File: config.mk
export PLATFORM = sky130hd
export DESIGN_NAME = fetch_stage_seq
export DESIGN_NICKNAME = d
export VERILOG_FILES = /design/src/rtl/fetch_stage_seq.sv
export SDC_FILE = /design/constraint.sdc
export NUM_CORES = 1
export LEC_CHECK = 0
export CELL_PAD_IN_SITES_DETAIL_PLACEMENT = 1
export CELL_PAD_IN_SITES_GLOBAL_PLACEMENT = 1
export CORE_ASPECT_RATIO = 0.9
export CORE_MARGIN = 5
export CORE_UTILIZATION = 33
export CTS_CLUSTER_SIZE = 8
export DETAILED_ROUTE_END_ITERATION = 7
export PLACE_DENSITY_LB_ADDON = 0.1
export SLEW_MARGIN = 40
export SYNTH_ARGS = -nofsm -noshare
export SYNTH_HDL_FRONTEND = slang
export SYNTH_SLANG_ARGS = --single-unit
File: constraint.sdc
create_clock -name clk_i -period 3.3 [get_ports clk_i]
set_clock_uncertainty 0.1 [all_clocks]
set_input_delay 0.495 -clock clk_i [delete_from_list [all_inputs] [get_ports clk_i]]
set_output_delay 0.495 -clock clk_i [all_outputs]
set_load 0.03 [all_outputs]
File: src/rtl/fetch_stage_seq.sv
// Y86-64 fetch stage: PC selection, single-outstanding instruction fetch, field split
// into the F->D register, and ownership of the F_predPC register.
`timescale 1ns/1ps
module fetch_stage_seq #(
  parameter logic [63:0] RESET_PC  = 64'h0,
  parameter int          IMEM_SIZE = 1024
) (
  input  logic        clk_i,
  input  logic        rst_n_i,
  input  logic        F_stall_i,
  input  logic [3:0]  M_icode_i,
  input  logic        M_cnd_i,
  input  logic [63:0] M_valA_i,
  input  logic [3:0]  W_icode_i,
  input  logic [63:0] W_valM_i,
  output logic        imem_req_o,
  output logic [63:0] imem_addr_o,
  input  logic        imem_rvalid_i,
  input  logic [79:0] imem_rdata_i,
  input  logic        imem_err_i,
  output logic        f_valid_o,
  output logic        f_busy_o,
  output logic [2:0]  f_stat_o,
  output logic [63:0] f_pc_o,
  output logic [63:0] f_valC_o,
  output logic [63:0] f_valP_o,
  output logic [3:0]  f_icode_o,
  output logic [3:0]  f_ifunc_o,
  output logic [3:0]  f_rA_o,
  output logic [3:0]  f_rB_o,
  output logic [63:0] F_predPC_o
);

  localparam logic [2:0]  STAT_AOK   = 3'd1;
  localparam logic [2:0]  STAT_HLT   = 3'd2;
  localparam logic [2:0]  STAT_ADR   = 3'd3;
  localparam logic [2:0]  STAT_INS   = 3'd4;
  localparam logic [64:0] IMEM_LIMIT = 65'(IMEM_SIZE);

  typedef enum logic [2:0] {
    ST_IDLE  = 3'd0,
    ST_REQ   = 3'd1,
    ST_WAIT  = 3'd2,
    ST_VALID = 3'd3,
    ST_HALT  = 3'd4
  } state_t;

  typedef struct packed {
    logic [3:0]  icode;
    logic [3:0]  ifunc;
    logic [3:0]  ra;
    logic [3:0]  rb;
    logic [63:0] valc;
    logic [63:0] valp;
    logic [2:0]  stat;
  } dec_t;

  // The end address is formed in 65 bits so a PC near 2^64 cannot wrap past the ADR check.
  function automatic dec_t decode_f(input logic [63:0] pc, input logic [79:0] rdata,
                                    input logic err);
    dec_t        d;
    logic [3:0]  len;
    logic        has_regs;
    logic        has_valc;
    logic        ins;
    logic [64:0] end_addr;
    d.icode = rdata[7:4];
    d.ifunc = rdata[3:0];
    case (rdata[7:4])
      4'h0, 4'h1, 4'h9: begin len = 4'd1;  has_regs = 1'b0; has_valc = 1'b0; ins = 1'b0; end
      4'h2, 4'h6, 4'hA, 4'hB: begin
                        len = 4'd2;  has_regs = 1'b1; has_valc = 1'b0; ins = 1'b0; end
      4'h3, 4'h4, 4'h5: begin len = 4'd10; has_regs = 1'b1; has_valc = 1'b1; ins = 1'b0; end
      4'h7, 4'h8:       begin len = 4'd9;  has_regs = 1'b0; has_valc = 1'b1; ins = 1'b0; end
      default:          begin len = 4'd1;  has_regs = 1'b0; has_valc = 1'b0; ins = 1'b1; end
    endcase
    d.ra     = has_regs ? rdata[15:12] : 4'hF;
    d.rb     = has_regs ? rdata[11:8]  : 4'hF;
    d.valc   = has_valc ? (has_regs ? rdata[79:16] : rdata[71:8]) : 64'h0;
    d.valp   = pc + {60'h0, len};
    end_addr = {1'b0, pc} + {61'h0, len};
    if (err || (end_addr > IMEM_LIMIT)) begin
      d.stat = STAT_ADR;
    end else if (ins) begin
      d.stat = STAT_INS;
    end else if (rdata[7:4] == 4'h0) begin
      d.stat = STAT_HLT;
    end else begin
      d.stat = STAT_AOK;
    end
    return d;
  endfunction

  state_t      state_r;
  logic [63:0] fetch_pc_r;
  logic [63:0] pred_pc_r;
  logic        pending_r;
  logic [63:0] pending_pc_r;
  logic        req_r;
  logic        f_valid_r;
  logic        f_busy_r;
  logic [2:0]  f_stat_r;
  logic [63:0] f_pc_r;
  logic [63:0] f_valc_r;
  logic [63:0] f_valp_r;
  logic [3:0]  f_icode_r;
  logic [3:0]  f_ifunc_r;
  logic [3:0]  f_ra_r;
  logic [3:0]  f_rb_r;

  logic        redirect_valid_s;
  logic [63:0] redirect_pc_s;
  logic [63:0] pred_next_s;
  dec_t        dec_s;

  // Redirect source: a mispredicted jXX in M outranks a ret in W.
  always_comb begin
    redirect_valid_s = 1'b0;
    redirect_pc_s    = 64'h0;
    if ((M_icode_i == 4'h7) && !M_cnd_i) begin
      redirect_valid_s = 1'b1;
      redirect_pc_s    = M_valA_i;
    end else if (W_icode_i == 4'h9) begin
      redirect_valid_s = 1'b1;
      redirect_pc_s    = W_valM_i;
    end else begin
      redirect_valid_s = 1'b0;
      redirect_pc_s    = 64'h0;
    end
  end

  // Jumps and calls are predicted taken; everything else falls through.
  always_comb begin
    pred_next_s = f_valp_r;
    if ((f_icode_r == 4'h7) || (f_icode_r == 4'h8)) begin
      pred_next_s = f_valc_r;
    end else begin
      pred_next_s = f_valp_r;
    end
  end

  assign dec_s = decode_f(fetch_pc_r, imem_rdata_i, imem_err_i);

  // Fetch FSM together with the F->D output register and the predicted-PC register.
  always_ff @(posedge clk_i or negedge rst_n_i) begin
    if (!rst_n_i) begin
      state_r      <= ST_IDLE;
      fetch_pc_r   <= RESET_PC;
      pred_pc_r    <= RESET_PC;
      pending_r    <= 1'b0;
      pending_pc_r <= 64'h0;
      req_r        <= 1'b0;
      f_valid_r    <= 1'b0;
      f_busy_r     <= 1'b1;
      f_stat_r     <= 3'd0;
      f_pc_r       <= 64'h0;
      f_valc_r     <= 64'h0;
      f_valp_r     <= 64'h0;
      f_icode_r    <= 4'h1;
      f_ifunc_r    <= 4'h0;
      f_ra_r       <= 4'hF;
      f_rb_r       <= 4'hF;
    end else begin
      req_r <= 1'b0;
      case (state_r)
        ST_IDLE: begin
          if (redirect_valid_s) begin
            fetch_pc_r <= redirect_pc_s;
          end
          state_r <= ST_REQ;
          req_r   <= 1'b1;
        end
        ST_REQ: begin
          if (redirect_valid_s) begin
            pending_r    <= 1'b1;
            pending_pc_r <= redirect_pc_s;
          end
          state_r <= ST_WAIT;
        end
        ST_WAIT: begin
          if (imem_rvalid_i) begin
            if (redirect_valid_s) begin
              fetch_pc_r <= redirect_pc_s;
              pending_r  <= 1'b0;
              state_r    <= ST_REQ;
              req_r      <= 1'b1;
            end else if (pending_r) begin
              fetch_pc_r <= pending_pc_r;
              pending_r  <= 1'b0;
              state_r    <= ST_REQ;
              req_r      <= 1'b1;
            end else begin
              f_valid_r <= 1'b1;
              f_busy_r  <= 1'b0;
              f_stat_r  <= dec_s.stat;
              f_pc_r    <= fetch_pc_r;
              f_valc_r  <= dec_s.valc;
              f_valp_r  <= dec_s.valp;
              f_icode_r <= dec_s.icode;
              f_ifunc_r <= dec_s.ifunc;
              f_ra_r    <= dec_s.ra;
              f_rb_r    <= dec_s.rb;
              state_r   <= ST_VALID;
            end
          end else if (redirect_valid_s) begin
            pending_r    <= 1'b1;
            pending_pc_r <= redirect_pc_s;
          end
        end
        ST_VALID: begin
          if (redirect_valid_s) begin
            fetch_pc_r <= redirect_pc_s;
            f_valid_r  <= 1'b0;
            f_busy_r   <= 1'b1;
            state_r    <= ST_REQ;
            req_r      <= 1'b1;
          end else if (!F_stall_i) begin
            pred_pc_r <= pred_next_s;
            f_valid_r <= 1'b0;
            f_busy_r  <= 1'b1;
            if (f_stat_r != STAT_AOK) begin
              state_r <= ST_HALT;
            end else begin
              fetch_pc_r <= pred_next_s;
              state_r    <= ST_REQ;
              req_r      <= 1'b1;
            end
          end
        end
        ST_HALT: begin
          if (redirect_valid_s) begin
            fetch_pc_r <= redirect_pc_s;
            state_r    <= ST_REQ;
            req_r      <= 1'b1;
          end
        end
        default: begin
          state_r <= ST_IDLE;
        end
      endcase
    end
  end

  assign imem_req_o  = req_r;
  assign imem_addr_o = fetch_pc_r;
  assign f_valid_o   = f_valid_r;
  assign f_busy_o    = f_busy_r;
  assign f_stat_o    = f_stat_r;
  assign f_pc_o      = f_pc_r;
  assign f_valC_o    = f_valc_r;
  assign f_valP_o    = f_valp_r;
  assign f_icode_o   = f_icode_r;
  assign f_ifunc_o   = f_ifunc_r;
  assign f_rA_o      = f_ra_r;
  assign f_rB_o      = f_rb_r;
  assign F_predPC_o  = pred_pc_r;

endmodule

; ---- Word level (Yosys, flattened, before mapping)
; Memories as Yosys holds them, arrays and structs flattened.
; Cells that the tools add are included.
[classes]
order_cmp = 1
bitwise_logic = 3
n_addsub = 2
n_eq_ne = 18
n_mux = 54
n_reduce_logical = 16
[ops]
columns = op, count
row1 = 64-bit 2-to-1 mux, 14
row2 = 64-bit case mux with 3 select lines, 1
row3 = 64-bit case mux with 2 select lines, 1
row4 = 64-bit by 4-bit adder with 65-bit output, 1
row5 = 65-bit by 11-bit greater-than comparator with 1-bit output (second input constant), 1
row6 = 64-bit by 4-bit adder with 64-bit output, 1
row7 = 1-bit 2-to-1 mux, 21
row8 = 3-bit 2-to-1 mux, 7
row9 = 3-bit case mux with 5 select lines, 1
row10 = 2-bit inequality test (second input constant), 5
row11 = 3-bit inequality test (second input constant), 3
row12 = 4-bit by 3-bit == test with 1-bit output (second input constant), 2
row13 = 4-bit == test (second input constant), 2
row14 = 4-bit 2-to-1 mux, 2
row15 = 3-bit by 2-bit == test with 1-bit output (second input constant), 2
row16 = 2-bit 2-to-1 mux, 3
row17 = 1-bit case mux with 2 select lines, 3
row18 = 3-bit AND reduction, 2
row19 = 6-bit AND reduction, 1
row20 = 5-bit AND reduction, 1
row21 = 4-bit zero test, 1
row22 = 1-bit case mux with 4 select lines, 1
row23 = 4-bit AND reduction, 1
row24 = 2-bit nonzero test, 2
row25 = other kinds (12), 15
[totals]
mem_bits_ro = 96
regBits = 410
n_memories = 1
elab_cells = 111
[mem_list]
columns = name, words, word_bits, read_ports, rd_clocked_by_memory_dff, wr, line
row1 = (name not given), 16, 6, 1, 0, 0, 69  ; case (rdata[7:4])

; ---- Longest topological paths before layout
[depth]
word_depth = 7
mapped_depth = 18
ltp_nobuf = 13

; ---- Worst setup path after synthesis
; No wires, ideal clock.
[synth_timing]
path_kind = in2reg
from = in imem_rdata_i[7]
to = reg f_stat_r[0], in the netlist f_stat_o[0]
t_required_ps = 3047
path_slack_ps = -1333
arrival_time_ps = 4380
path_stages = 17
setup_ps = 153
path_cell_list = clkbuf_1 > mux2i_1 > o22a_1 > clkbuf_1 > clkbuf_1 > inv_1 > ha_1 > clkbuf_1 > a31oi_1 > or3_1 > clkbuf_1 > nor3_2 > nand2_1 > xnor2_1 > or4_1 > nor4_4 > a41oi_1
[synth_between]
elab_chain_len = 5
[synth_rtl]
columns = item, line
row1 = from (decl), 19  ; input logic [79:0] imem_rdata_i,
row2 = memory 16 x 6 bit, n/a
row3 = 64-bit by 4-bit adder with 65-bit output, 81  ; end_addr = {1'b0, pc} + {61'h0, len};
row4 = 65-bit by 11-bit greater-than comparator with 1-bit output, 82  ; if (err || (end_addr > IMEM_LIMIT)) begin
row5 = 1-bit logical OR, 82
row6 = 3-bit 2-to-1 mux (*), 82
row7 = to (signal assigned), 195  ; f_stat_r <= dec_s.stat;
row8 = to (decl), 102  ; logic [2:0] f_stat_r;
; Mark *: on every way between the ends. The rest lies on a longest branch, timed or not.
; A chain may end at the register's enable or synchronous reset.

; ---- Worst setup path in the final report
[layout_timing]
from = in imem_rdata_i[5]
to = reg f_stat_r[0], in the netlist f_stat_o[0]
; The elaborated chain is that of the path after synthesis.

==> flow_summary.json <==
{
  "drt-vias-per-instance": 5.51,
  "synth_area_leader_cell": "dfrtp_1",
  "finalMaxSlewViolations": 0,
  "grt_pass1_wl_um": 154000,
  "row_count": 88,
  "grt_pass1_vias": 23300,
  "power_leakage_nw": 13.7,
  "path_cells": "buf_8 -> buf_6 -> mux2i_4 -> buf_6 -> inv_6 -> ha_4 -> a21o_1 -> a31oi_4 -> or3_4 -> buf_12 -> or3_4 -> a211oi_2 -> nand4_2 -> nor4_4 -> buf_4 -> a41oi_2",
  "syn_to_final_growth_pct": 49.6,
  "rsz0062_at_grt": "true",
  "place_inst": 3811,
  "hpwl_um": 78100,
  "htreeDepth": 2,
  "drt-total-wl_um": 104000,
  "relSlewSlack": 0.482,
  "drc": 0,
  "synth-main-ff-cell": "dfrtp_1",
  "syn_inst": 2371,
  "cp_max_fo": 5,
  "hold_violations": 0,
  "ys_ff_latch": 410,
  "start_kind": "input pin",
  "worstMarginPinSlew_ns": 0.778,
  "synth_area_per_cell_um2": 8.94,
  "final_cells": 3924,
  "track_usage": 0.286,
  "fin_crit_ns": 3.28,
  "hold_depth": 3,
  "synth_edf_count": 0,
  "syn_nets": 2597,
  "setup_viol": 0,
  "ant_nets": 0,
  "ioPinCount": 564,
  "layout-drive-gt1-share": 0.159,
  "required_ns": 3.67,
  "dieArea_um2": 69400,
  "status": "finished clean",
  "initial_core_util": 0.332,
  "ff2ff_path_depth": 11,
  "p_per_area_nw_per_um2": 1100,
  "insertion_delay_ns": 0.61,
  "cp_slowest_cell": "or3_4",
  "cp.arrival_ns": 3.65,
  "cp-end-kind": "flop",
  "synthArstFlopShare": 1.00,
  "seq_area_frac_synth": 0.485,
  "cpPeakStageDelay_ns": 0.46,
  "first_pass_iters": 5,
  "critPathKind": "input pin to flop",
  "yosysTopAreaCellShare": 0.472,
  "final_util": 0.496,
  "antenna_found_initial": 4,
  "fin_crit_sh": 0.995,
  "cts-root-buf": "clkbuf_16",
  "grt_overflow": 0,
  "routedWlPerCell_um": 26.5,
  "portBuffers": 563,
  "via_count": 21600,
  "yosysWarnings": 0,
  "grt_max_degree": 129,
  "dieWidth_um": 277,
  "clock-sinks": 410,
  "min_path_type": "input pin to flop",
  "die_y_um": 250,
  "fin_nets": 3264,
  "drt_iter0_drc": 1286,
  "cts_made_buffers": 58,
  "syn-cell-area_um2": 21200,
  "drv_cap": 0,
  "synth_area_leaders": "dfrtp_1 47%, nand2_1 8.0%, a21oi_1 6.4%",
  "fp.coreArea_um2": 63900,
  "cts.path.max_buffers": 3,
  "gp_congestion": 0.885,
  "cts_tree": "built",
  "clk_pin_slew_ns": 0.05,
  "ys_types": 65,
  "fmax_mhz": 305,
  "ir_drop_uv": 503
}
-- repair_timing --
item | CTS | global route
setup endpoints to repair | 11 | 3
endpoints found under the hold margin | 38 | 0
pin swaps | 33 | 29
hold buffers | 1 | 0
gates resized for setup | 71 | 28
cloned | 0 | 0
buffers inserted | 16 | 6
-- layout make-up --
class | instances | area [um2]
diodes | 4 | 10.0
clock buffers | 86 | 1630
clock inverters | 1 | 8.76
fillers | 7145 | 32200
inverters | 8 | 37.5
multi-input cells | 1741 | 10700
flip-flops and latches | 410 | 10300
well taps | 855 | 1070
repair buffers | 819 | 8020
-- final timing paths --
path	from	endpoint	slack, ns
setup / recovery	imem_rdata_i[5]	f_stat_o[0]$_DFFE_PN0P_	0.02
hold / removal	imem_rdata_i[6]	f_icode_o[2]$_DFFE_PN0P_	0.07
setup reg to reg	imem_addr_o[1]$_DFFE_PN0P_	f_stat_o[0]$_DFFE_PN0P_	0.08
hold reg to reg	f_rA_o[0]$_DFFE_PN1P_	f_rA_o[0]$_DFFE_PN1P_	0.35
max in group asynchronous	rst_n_i	f_pc_o[18]$_DFFE_PN0P_	1.68
min in group asynchronous	rst_n_i	pending_pc_r[30]$_DFFE_PN0P_	0.30
-- per-layer routing --
| metal | global-route usage | vias to the layer above | share of wire |
|---|---|---|---|
| met5 | 0 | - | 0 |
| met4 | 0.0742 | 0 | 0.024 |
| met3 | 0.0452 | 129 | 0.048 |
| met2 | 0.478 | 658 | 0.48 |
| met1 | 0.392 | 11100 | 0.45 |
| li1 | - | 9718 | - |
-- registers in the layout (all words and copies together), names as in the netlist --
register	flops
f_valid_o	1
f_pc_o	64
state_r	3
f_rB_o	4
f_valP_o	64
imem_req_o	1
f_ifunc_o	4
f_rA_o	4
imem_addr_o	64
F_predPC_o	64
pending_r	1
f_valC_o	64
pending_pc_r	64
f_stat_o	3
f_busy_o	1
f_icode_o	4
-- per-stage QoR --
stage               worst slack [ns]  power (W)  TNS (ns)  cell area, um2  hold slack, ns
floorplan                     -0.633     0.0196     -1.86           21400          0.0994
global placement               -1.22     0.0284    -26.99           29400           0.334
detailed placement             -1.34     0.0290    -34.96           29500           0.333
CTS                          0.00898     0.0350         0           31500          0.0768
global route                 -0.0538     0.0367    -0.144           31700          0.0669
finish                        0.0159     0.0349         0           31700          0.0684
-- cell usage after synthesis, drive strengths merged, types with 12 or more instances --
library cell,n
a211oi,68
a21oi,273
and3,12
buf,25
clkbuf,187
dfrtp,400
mux2,62
mux2i,135
nand2,453
nand3,41
nand4,34
nor2,183
nor3,30
nor4,22
o21ai,137
o22ai,67
o31ai,68
xnor2,37
xor2,25
-- cell families (layout without fill, tap and decap cells) --
| family | count (synthesis) | count (layout) | synth area share |
|---|---|---|---|
| AND/OR/NAND/NOR | 827 | 827 | 0.170 |
| AO/OA/AOI/OAI | 651 | 651 | 0.180 |
| flip-flops | 410 | 410 | 0.485 |
| buffers and inverters | 220 | 914 | 0.0404 |
| multiplexers | 197 | 197 | 0.0967 |
| XOR/XNOR | 62 | 62 | 0.0256 |
| adder cells (fa/ha/maj) | 4 | 4 | 0.00272 |
| other | 0 | 4 | 0 |
-- critical path, delay by kind of cell --
| kind | cells | cell delay, ns |
|---|---|---|
| AOI/OAI and AO/OA | 4 | 0.62 |
| adders and majority gates | 1 | 0.24 |
| and+or+nand+nor | 4 | 1.25 |
| buffers and inverters | 6 | 0.73 |
| muxes | 1 | 0.28 |
-- where the power goes --
group	internal [W]	switching, W	leakage, nW
sequential	0.00742	0.00226	5.05
clock	0.00333	0.00231	0.791
combinational	0.00798	0.0116	7.84
total	0.0187	0.0162	13.7
-- cells in the final DEF, fill, tap and decap left out, types with 9 or more instances in the layout --
cell | synthesis | routed
clkdlybuf4s50_1 | 0 | 558
nand2_1 | 452 | 448
dfrtp_1 | 400 | 398
a21oi_1 | 273 | 270
buf_4 | 3 | 208
nor2_1 | 183 | 178
o21ai_0 | 137 | 135
mux2i_1 | 135 | 132
o22ai_1 | 67 | 67
o31ai_1 | 68 | 66
a211oi_1 | 67 | 64
mux2_2 | 62 | 62
clkbuf_16 | 0 | 61
nand3_1 | 39 | 37
xnor2_1 | 37 | 34
nand4_1 | 33 | 33
buf_12 | 0 | 32
clkbuf_1 | 187 | 24
xor2_1 | 25 | 23
nor3_1 | 28 | 20
buf_6 | 1 | 15
and3_1 | 12 | 12
nor4_4 | 1 | 10
dfstp_2 | 10 | 10
nor4_1 | 19 | 9
No activity file was read; power rests on OpenSTA's default activity.
==> RTL edit: new RTL, same flow settings <==
Reset style: synchronous (`rst_n_i`), changed in one clocked block.
--- a/src/rtl/fetch_stage_seq.sv
+++ b/src/rtl/fetch_stage_seq.sv
@@ -143,5 +143,5 @@
 
   // Fetch FSM together with the F->D output register and the predicted-PC register.
-  always_ff @(posedge clk_i or negedge rst_n_i) begin
+  always_ff @(posedge clk_i) begin
     if (!rst_n_i) begin
       state_r      <= ST_IDLE;
Function: not settled (the Yosys comparison gave no result); the edit may change what the design does.
==> RTL edit against the original RTL <==
Design area down 6.2%. Die area down 6.4%. Wire length down 0.78%. Worst setup slack worse by 0.073 ns. The flow now finishes with violations (setup timing). Synthesized area down 6.7%. Sequential cell count unchanged. Critical path type unchanged.
Power is not compared: it rests on default switching activity, and its combinational part moved more than twofold at a synthesized area within 25%.
==> RTL edit: results (changes against the original RTL) <==
outcome - complete, but fails checks
failing checks - setup timing
GPL Wtd Cong - 0.9105 (+2.8%)
Area after DPL - 27,810 sq um (-5.6%)
Synth cell types - 63 (-3.1%)
M2 GR Usage - 50.32% (+2.5 points)
worst hold slack - 0.1088 ns (+0.04034 ns)
wire length on met1 - 45,690 microns (-2.0%)
Worst path max stage delay - 0.37 ns (-0.09 ns)
R2R depth - 12 (+1)
Post-DP HPWL - 77,020 microns (-1.4%)
post-synthesis async set-or-reset flop share - 0% (-100 points)
drt wl/cell - 25.41 microns (-4.0%)
PnR worst setup slack - -0.05755 ns (-0.07349 ns)
TritonCTS buffer count - 57 (-1.7%)
largest net degree at the start of global routing - 95 (-26%)
CP max-delay cell - fa_2
Critical Path AT - 3.80 ns (+0.15 ns)
DR WL met2 - 48,840 microns (-1.8%)
sequential cell area share - 27.62% (-4.8 points)
R2R Path End - f_stat_o[2]$_SDFFE_PN0P_
sequential share of the synthesized area - 41.50% (-7.0 points)
top layer in use - met5
Post-synth top cells - 465 x nand2_1, 410 x dfxtp_1, 405 x nor2_1
post-place setup slack - -1.301 ns (+0.04389 ns)
initial antenna violation count - 7 (+3)
crit-path leading delay family - compound AO/OA/AOI/OAI gates
number of DRC markers in iteration 0 - 1,405 (+9.3%)
setup violators final - 3 (+3)
layout cell share with drive strength beyond 1 - 12.17% (-3.7 points)
RTL edit: cell count changes after synthesis, sizes merged, moves of 63 or more:
cell / change
a211oi: +136
a21oi: -94
a22oi: +65
dfrtp: -400
dfxtp: +410
nand3: +63
nor2: +222
o22ai: -67
o31ai: -64
RTL edit: logic make-up (layout without fill, tap and decap cells):
kind of cell / after synthesis / count (layout) / share of synthesized area, %
buffers and inverters: 267 / 898 / 5.245
multiplexers: 74 / 74 / 3.745
adder cells (fa/ha/maj): 4 / 4 / 0.2911
AO/OA/AOI/OAI: 596 / 596 / 19.35
AND/OR/NAND/NOR: 1225 / 1225 / 27.12
XOR/XNOR: 62 / 62 / 2.746
other: 0 / 3 / 0
flip-flops: 410 / 410 / 41.50
RTL edit: repair_timing:
| item | in CTS | in global routing |
|---|---|---|
| setup buffers | 3 | 10 |
| setup endpoints to repair | 11 | 3 |
| resized for setup | 49 | 27 |
| endpoints found under the hold margin | 0 | 0 |
| pin swaps | 21 | 18 |
| hold buffers | 0 | 0 |
